**src/rtl/commit_cmp_pkg.sv**
```systemverilog
// Shared types for the dual commit comparator: comparator state and the stored commit entry.
// Defining COMMIT_CMP_WDATA_EN adds the write-back data field to the stored entry.
package commit_cmp_pkg;

  // Widest supported PC / write-back field; narrower XLEN values are zero-extended into it.
  localparam int unsigned MAX_XLEN = 64;

  typedef enum logic [1:0] {
    ST_RUN      = 2'd0,
    ST_MISMATCH = 2'd1,
    ST_OVERFLOW = 2'd2
  } cmp_state_e;

  typedef struct packed {
    logic [MAX_XLEN-1:0] pc;
    logic [31:0]         insn;
`ifdef COMMIT_CMP_WDATA_EN
    logic [MAX_XLEN-1:0] wdata;
`endif
  } commit_entry_t;

  // Only compared fields are stored, so whole-entry inequality is exactly the divergence rule.
  function automatic logic entries_differ(input commit_entry_t a, input commit_entry_t b);
    return a != b;
  endfunction

endpackage

```
**src/rtl/commit_fifo.sv**
```systemverilog
// Synchronous DEPTH-entry FIFO with occupancy count; pointers carry an extra wrap bit.
// A push is accepted at full when a pop happens on the same edge.
module commit_fifo #(
  parameter int WIDTH = 8,
  parameter int DEPTH = 8
) (
  input  logic                     clock,
  input  logic                     reset,
  input  logic                     push,
  input  logic [WIDTH-1:0]         push_data,
  input  logic                     pop,
  output logic [WIDTH-1:0]         head,
  output logic                     full,
  output logic                     empty,
  output logic [$clog2(DEPTH):0]   count
);

  localparam int AW = $clog2(DEPTH);

  logic [AW:0]      wr_ptr;
  logic [AW:0]      rd_ptr;
  logic [WIDTH-1:0] mem [DEPTH];

  // NOTE: storage is deliberately not reset; the pointers alone define which entries are valid.
  always_ff @(posedge clock) begin
    if (push) mem[wr_ptr[AW-1:0]] <= push_data;
  end

  // NOTE: sequential state uses non-blocking assignments so every reader sees pre-edge values.
  always_ff @(posedge clock or negedge reset) begin
    if (!reset) begin
      wr_ptr <= '0;
      rd_ptr <= '0;
    end else begin
      if (push) wr_ptr <= wr_ptr + 1'b1;
      if (pop)  rd_ptr <= rd_ptr + 1'b1;
    end
  end

  assign empty = (wr_ptr == rd_ptr);
  assign full  = (wr_ptr[AW] != rd_ptr[AW]) && (wr_ptr[AW-1:0] == rd_ptr[AW-1:0]);
  assign count = wr_ptr - rd_ptr;
  assign head  = mem[rd_ptr[AW-1:0]];

endmodule

```
**src/rtl/dual_commit_comparator.sv**
```systemverilog
// Lock-step checker: buffers DUT and variant commit streams and compares them pairwise.
// Build option COMMIT_CMP_WDATA_EN: also store and compare write-back data.
module dual_commit_comparator
  import commit_cmp_pkg::*;
#(
  parameter int XLEN  = 64,
  parameter int DEPTH = 8
) (
  input  logic                   clock,
  input  logic                   reset,
  input  logic                   dut_valid,
  input  logic [XLEN-1:0]        dut_pc,
  input  logic [31:0]            dut_insn,
  input  logic [XLEN-1:0]        dut_wdata,
  input  logic                   vnt_valid,
  input  logic [XLEN-1:0]        vnt_pc,
  input  logic [31:0]            vnt_insn,
  input  logic [XLEN-1:0]        vnt_wdata,
  output logic                   mismatch,
  output logic                   overflow,
  output logic [XLEN-1:0]        fail_pc_dut,
  output logic [XLEN-1:0]        fail_pc_vnt,
  output logic [63:0]            compared,
  output logic [$clog2(DEPTH):0] skew
);

  localparam int CW = $clog2(DEPTH) + 1;
  localparam int EW = $bits(commit_entry_t);

  cmp_state_e    state;
  commit_entry_t dut_in, vnt_in, dut_head, vnt_head;
  logic          dut_full, dut_empty, vnt_full, vnt_empty;
  logic [CW-1:0] dut_count, vnt_count;
  logic          run, pop, dut_push, vnt_push, overrun, diverge;

  // NOTE: every field gets a default before selective assignment so no latch is inferred.
  always_comb begin
    dut_in      = '0;
    vnt_in      = '0;
    dut_in.pc   = MAX_XLEN'(dut_pc);
    dut_in.insn = dut_insn;
    vnt_in.pc   = MAX_XLEN'(vnt_pc);
    vnt_in.insn = vnt_insn;
`ifdef COMMIT_CMP_WDATA_EN
    dut_in.wdata = MAX_XLEN'(dut_wdata);
    vnt_in.wdata = MAX_XLEN'(vnt_wdata);
`endif
  end

`ifndef COMMIT_CMP_WDATA_EN
  logic unused_wdata;
  assign unused_wdata = ^{dut_wdata, vnt_wdata};
`endif

  assign run      = (state == ST_RUN);
  assign pop      = run && !dut_empty && !vnt_empty;
  assign dut_push = run && dut_valid && (!dut_full || pop);
  assign vnt_push = run && vnt_valid && (!vnt_full || pop);
  assign overrun  = run && !pop && ((dut_valid && dut_full) || (vnt_valid && vnt_full));
  assign diverge  = pop && entries_differ(dut_head, vnt_head);

  commit_fifo #(.WIDTH(EW), .DEPTH(DEPTH)) u_dut_fifo (
    .clock     (clock),
    .reset     (reset),
    .push      (dut_push),
    .push_data (dut_in),
    .pop       (pop),
    .head      (dut_head),
    .full      (dut_full),
    .empty     (dut_empty),
    .count     (dut_count)
  );

  commit_fifo #(.WIDTH(EW), .DEPTH(DEPTH)) u_vnt_fifo (
    .clock     (clock),
    .reset     (reset),
    .push      (vnt_push),
    .push_data (vnt_in),
    .pop       (pop),
    .head      (vnt_head),
    .full      (vnt_full),
    .empty     (vnt_empty),
    .count     (vnt_count)
  );

  // Divergence is tested first so it wins over a same-edge overrun.
  always_ff @(posedge clock or negedge reset) begin
    if (!reset) begin
      state       <= ST_RUN;
      fail_pc_dut <= '0;
      fail_pc_vnt <= '0;
      compared    <= '0;
    end else if (run) begin
      if (diverge) begin
        state       <= ST_MISMATCH;
        fail_pc_dut <= XLEN'(dut_head.pc);
        fail_pc_vnt <= XLEN'(vnt_head.pc);
      end else if (overrun) begin
        state <= ST_OVERFLOW;
      end else if (pop) begin
        compared <= compared + 64'd1;
      end
    end
  end

  assign mismatch = (state == ST_MISMATCH);
  assign overflow = (state == ST_OVERFLOW);
  assign skew     = dut_count - vnt_count;

endmodule

```
**config.mk**
```make
export PLATFORM = sky130hd
export DESIGN_NAME = dual_commit_comparator
export DESIGN_NICKNAME = d
export VERILOG_FILES = /design/src/rtl/commit_cmp_pkg.sv /design/src/rtl/commit_fifo.sv /design/src/rtl/dual_commit_comparator.sv
export SDC_FILE = /design/constraint.sdc
export NUM_CORES = 2
export LEC_CHECK = 0
export CORE_MARGIN = 2
export CORE_UTILIZATION = 39
export CTS_CLUSTER_DIAMETER = 150
export DETAILED_ROUTE_END_ITERATION = 16
export PLACE_DENSITY = 0.68
export SYNTH_ARGS = -nofsm -noshare
export SYNTH_HDL_FRONTEND = slang
export SYNTH_SLANG_ARGS = --single-unit
```
**constraint.sdc**
```tcl
create_clock -name clock -period 8.7 [get_ports clock]
set_input_delay 0.87 -clock clock [delete_from_list [all_inputs] [get_ports clock]]
set_output_delay 0.87 -clock clock [all_outputs]
set_load 0.005 [all_outputs]
```
==> impl_metrics.tcl <==
set metrics [dict create \
    status "finished, violations left" \
    syn_area_mm2 0.06894 \
    rows 154 \
    whs_ns 0.1071 \
    cts-root-buf "clkbuf_16" \
    drive_above_1_share_pct 15.99 \
    pwr-share-seq_pct 54.0 \
    end_kind "register" \
    io_buffers 393 \
    track_usage_pct 20.25 \
    die_w_um 424.5 \
    violations "capacitance limit, slew limit" \
    firstDrtPassIters 5 \
    gp_congestion 0.8838 \
    setup_ws_ns 2.344 \
    max_freq_mhz 157.3 \
    p_leak_nw 26.18 \
    die_height_um 424.5 \
    final_core_util_pct 46.32 \
    async_flop_share_pct 12.03 \
    vias 35450 \
    clock-sinks 1746 \
    fillers 14650 \
    cts_buffer_depth 3 \
    worst-slew-pin-transition_ns 1.491 \
    clk_pin_slew_ns 0.06 \
    cts_hold_buffers 0 \
    boundaryPins 522 \
    die-area_mm2 0.1802 \
    synth-seq-cells 1746 \
    area_growth_pct 18.19 \
    grt_setup_unrepaired "no" \
    maxCapViolCount 1 \
    slew_violations 1 \
    synth_area_per_cell_um2 19.75 \
    crit_type "reg -> reg" \
    maxSlewHeadroom_pct -0.7816 \
    clk_latency_ns 0.83 \
    ir_drop_uv 177.0 \
    path_common_cell "buf_4" \
    switchingPower_w 0.003349 \
    grt_pass1_wl_um 259900 \
    p_clk_share_pct 44.8 \
    remaining_drc_errors 0 \
    cp_cell_sequence "buf_4 > mux4_2 > mux2i_1 > xnor2_1 > nand3_1 > nor4_1 > nand4_1 > nor3_4 > buf_4 > nor2_4 > buf_12 > mux2_1" \
    cp_max_fo 109 \
    wl_um 185000 \
    grt_max_degree 112 \
    powerDensity_mw_per_mm2 207.0 \
    cts_buffers 176 \
    clock_skew_ns 0.04947 \
    synth-edff-count 1536 \
    ctsHtreeMaxLevel 4 \
    crit_family "simple AND/OR/NAND/NOR gates" \
    ant_nets 0 \
    swShare_pct 19.86 \
    detail_route.iter0.violations 3449 \
    hold_viol 0 \
    yosys_warnings 0 \
    synthDistinctLibCells 61 \
    finalSetupViolCount 0 \
    dp_slack_ns 2.413 \
    post_cts_buffers 0 \
    cts_tree "built" \
    cp.arrival_ns 7.04 \
    cp_slowest_cell "dfrtp_4" \
    post_cts_resized 0 \
    nNetsFinal 4310 \
    pwr-share-comb_pct 1.2 \
    finalWorstPathRequiredPeriod_ns 6.356 \
    hpwl_um 115700 \
    coreArea_mm2 0.1759 \
    cpPeakStageDelay_ns 0.95 \
    antenna_found_initial 69 \
    synthFlopType "edfxtp_1" \
    p_int_w 0.01352 \
    cp_data_required_time_ns 9.38 \
    overflow 0 \
    tns_ns 0 \
    wl_per_cell_um 28.54 \
    start_util_pct 39.19 \
    startpoint_type "register" \
    crit_buf_inv 3 \
    synthCells 3491 \
    fin_crit_sh_pct 73.06 \
    grt_pass1_vias 35120 \
    synth_nets 3830 \
    hp-class "in -> async" \
    vias_per_cell 5.470 \
    power_w 0.01687 \
    yosysSeqAreaShare_pct 74.52 \
]
-- routing by layer --
metal,track usage [%],wire [um],vias up
li1,-,-,15040
met1,24.82,70180,18690
met2,34.81,94560,1326
met3,4.675,12820,359
met4,7.681,7159,44
met5,0,263,-
-- flip-flops by register name, indices dropped and copies added, names as in the netlist --
register	flops
u_dut_fifo.rd_ptr	4
compared	64
fail_pc_vnt	64
u_vnt_fifo.mem	768
state	2
u_dut_fifo.mem	768
fail_pc_dut	64
u_vnt_fifo.rd_ptr	4
u_dut_fifo.wr_ptr	4
u_vnt_fifo.wr_ptr	4
-- cells by family after synthesis --
kind of cell,after synthesis,share of synthesized area (%)
AO/OA/AOI/OAI,196,2.254
XOR/XNOR,146,1.855
adder cells (fa/ha/maj),15,0.3376
buffers and inverters,241,1.976
flip-flops,1746,74.52
multiplexers,744,15.89
AND/OR/NAND/NOR,403,3.165
-- cell usage in the layout (no fill, tap or decap), drive strengths merged, types with 77 or more instances in the layout --
cell	synthesis	layout
inv	88	96
nand4	80	80
xnor2	133	133
nor2	95	95
a22oi	77	77
mux2i	406	406
clkdlybuf4s50	0	392
dfrtp	210	210
mux4	274	274
edfxtp	1536	1536
clkbuf	27	230
-- stage by stage --
step                instance area [um2]  cells
floorplan                         68960   3491
CTS                               81440   6462
detailed placement                75650   6133
finish                            81490   6481
global placement                  75650   6133
global route                      81470   6475
-- final cells by class --
type                    instances  area [um2]  area share (%)
well taps                    2340        2928           3.593
diodes                         19       47.55         0.05835
multi-input cells            1504       16410           20.14
clock buffers                 230        4750           5.829
flip-flops and latches       1746       51400           63.08
clock inverters                99        1045           1.282
repair buffers                454        4572           5.611
inverters                      89       337.8          0.4146
-- worst reg2reg max path: cells and delay by family (launching register included) --
family / cells / cell delay (ns)
muxes: 3 / 1.58
buffers and inverters: 3 / 1.45
DFF: 1 / 0.95
xor gates and xnor gates: 1 / 0.36
and+or+nand+nor: 5 / 1.88
-- synthesized netlist by cell type (13+ instances only) --
| cell type | number | area share (%) |
|---|---|---|
| buf_4 | 24 | 0.26 |
| nor2_1 | 93 | 0.51 |
| a22oi_1 | 77 | 0.84 |
| and2_1 | 42 | 0.38 |
| buf_2 | 64 | 0.46 |
| a211o_1 | 28 | 0.36 |
| mux2_1 | 41 | 0.67 |
| xor2_1 | 13 | 0.17 |
| nand4_1 | 80 | 0.73 |
| nand2_1 | 47 | 0.26 |
| nand3_1 | 47 | 0.34 |
| buf_6 | 25 | 0.41 |
| nor3_1 | 13 | 0.094 |
| and3_1 | 24 | 0.22 |
| xnor2_1 | 133 | 1.7 |
| a22o_1 | 32 | 0.41 |
| mux2_2 | 23 | 0.38 |
| clkbuf_1 | 26 | 0.14 |
| mux2i_1 | 406 | 5.9 |
| dfrtp_1 | 210 | 7.6 |
| nor4_1 | 15 | 0.14 |
| inv_1 | 87 | 0.47 |
| edfxtp_1 | 1536 | 67 |
| o211ai_1 | 35 | 0.38 |
| mux4_2 | 274 | 9.0 |
-- power by group through the flow --
stage	Sequential [W]	Clock (W)	Combinational [W]
after floorplan	0.00929	0	0.0000000172
after global placement	0.00929	0	0.000183
after detailed placement	0.00929	0	0.000195
after CTS	0.00911	0.00769	0.000195
after global routing	0.00911	0.00802	0.000212
final	0.00911	0.00756	0.000194
-- final timing paths --
path / startpoint / to / slack [ns] / cells after the start
worst min-delay path: reset / fail_pc_vnt[15] / 0.11 / 1
worst max-delay path: u_vnt_fifo.rd_ptr[2] / fail_pc_dut[58] / 2.34 / 12
worst max register to register: u_vnt_fifo.rd_ptr[2] / fail_pc_dut[58] / 2.34 / 12
max in group asynchronous: reset / fail_pc_dut[27] / 7.20 / 2
min in group clock: compared[63] / compared[63] / 0.48 / 1
worst min register to register: compared[63] / compared[63] / 0.48 / 1
(Power assumes the default switching activity.)
==> RTL edit, RTL diff (config.mk and constraints unchanged) <==
Put one more register stage on the output `fail_pc_dut`. The value now appears one clock later. The other outputs are not delayed to match.
--- a/src/rtl/dual_commit_comparator.sv
+++ b/src/rtl/dual_commit_comparator.sv
@@ -28,2 +28,4 @@
   localparam int EW = $bits(commit_entry_t);
+
+  logic [XLEN-1:0] fail_pc_dut_s0;
 
@@ -89,3 +91,3 @@
       state       <= ST_RUN;
-      fail_pc_dut <= '0;
+      fail_pc_dut_s0 <= '0;
       fail_pc_vnt <= '0;
@@ -95,3 +97,3 @@
         state       <= ST_MISMATCH;
-        fail_pc_dut <= XLEN'(dut_head.pc);
+        fail_pc_dut_s0 <= XLEN'(dut_head.pc);
         fail_pc_vnt <= XLEN'(vnt_head.pc);
@@ -109,2 +111,6 @@
 
+  always_ff @(posedge clock) begin
+    fail_pc_dut <= fail_pc_dut_s0;
+  end
+
 endmodule
Behaviour: not the same (Yosys sat finds a counterexample within 4 cycles, from zero or initial values and one cycle with reset low).
==> RTL edit against the unedited design <==
  * Total power rose by 3.9%
  * Setup slack got worse by 0.20 ns
  * Wire length fell by 7.5%
  * Cell area rose by 1.1%
  * Global-route usage fell by 1.5 points
  * Largest cell class unchanged
  * Non-clock buffer count rose by 4
  * Area after synthesis rose by 0.79%
  * Sequential cell count rose by 64
==> RTL edit: results <==
final_layout:
  fin_cells: 6399
  area_share_clock_buf_inv: 0.0750
  multi_input_area_share: 0.192
  fin_nets: 4221
  fill_cells: 14800
  antennaDiodeCount: 15
  buffer_area_frac: 0.0551
  n_all_inverters: 64
  clkbuf_count: 252
  final_area_sq_um: 82400
  buffers: 458
  drive_gt1_frac: 0.207
  seq-cell-share: 0.639
job:
  max_cap_viol_count: 0
pwr:
  vdd_drop_max_mv: 0.234
  p_clk_frac: 0.452
  p_seq_mw: 9.41
  p_sw_frac: 0.201
  p_leak_nw: 27.6
synth:
  synth-seq-cells: 1810
  avgSynthCellArea_sq_um: 20.5
  synth_compound_area_frac: 0.00389
  async_flop_share: 0.116
  netlist_top_cells_area: "edfxtp_1 (66%), mux4_2 (12%), dfrtp_1 (7.6%), mux2i_1 (2.5%), dfxtp_1 (1.8%)"
  yosysSeqAreaShare: 0.758
placement:
  gp_congestion: 0.793
  dp.final_hpwl_mm: 105
  dp.cells: 6036
global_route:
  antenna_found_initial: 63
  use_met3: 0.0412
  grt_use_met1: 0.226
  grt_max_degree: 120
route:
  drt_iter0_markers: 2633
  viasPerCell: 5.20
worst_setup_path:
  crit_path_max_incr_delay_ns: 1.01
run_status:
  status: "finished, final reports clean"
die:
  dieArea_sq_um: 182000
clock_network:
  cts_buffers: 184
[RTL edit: changes by cell type after synthesis, sizes merged, moves of 64 or more]
| cell | delta |
|---|---|
| mux2i | -228 |
| nand2 | +221 |
| xor2 | +92 |
| mux4 | +89 |
| a22oi | -69 |
| dfxtp | +64 |
[RTL edit: worst paths after layout]
check / depth (start not counted) / to / slack (ns)
max: 11 / fail_pc_dut_s0[62] / 2.14
min: 1 / compared[1] / 0.08
max reg2reg: 11 / fail_pc_dut_s0[62] / 2.14
min reg2reg: 0 / fail_pc_dut[12] / 0.35
max in group asynchronous: 2 / fail_pc_vnt[22] / 7.33
min in group clock: 0 / fail_pc_dut[12] / 0.35
[RTL edit: metal layers]
| layer | vias to the layer above | routed length [um] | part of all wire |
|---|---|---|---|
| li1 | 14500 | - | - |
| met1 | 17500 | 64900 | 0.38 |
| met2 | 979 | 90200 | 0.53 |
| met3 | 316 | 9830 | 0.057 |
| met4 | 30 | 5980 | 0.035 |
| met5 | - | 194 | 0.0011 |
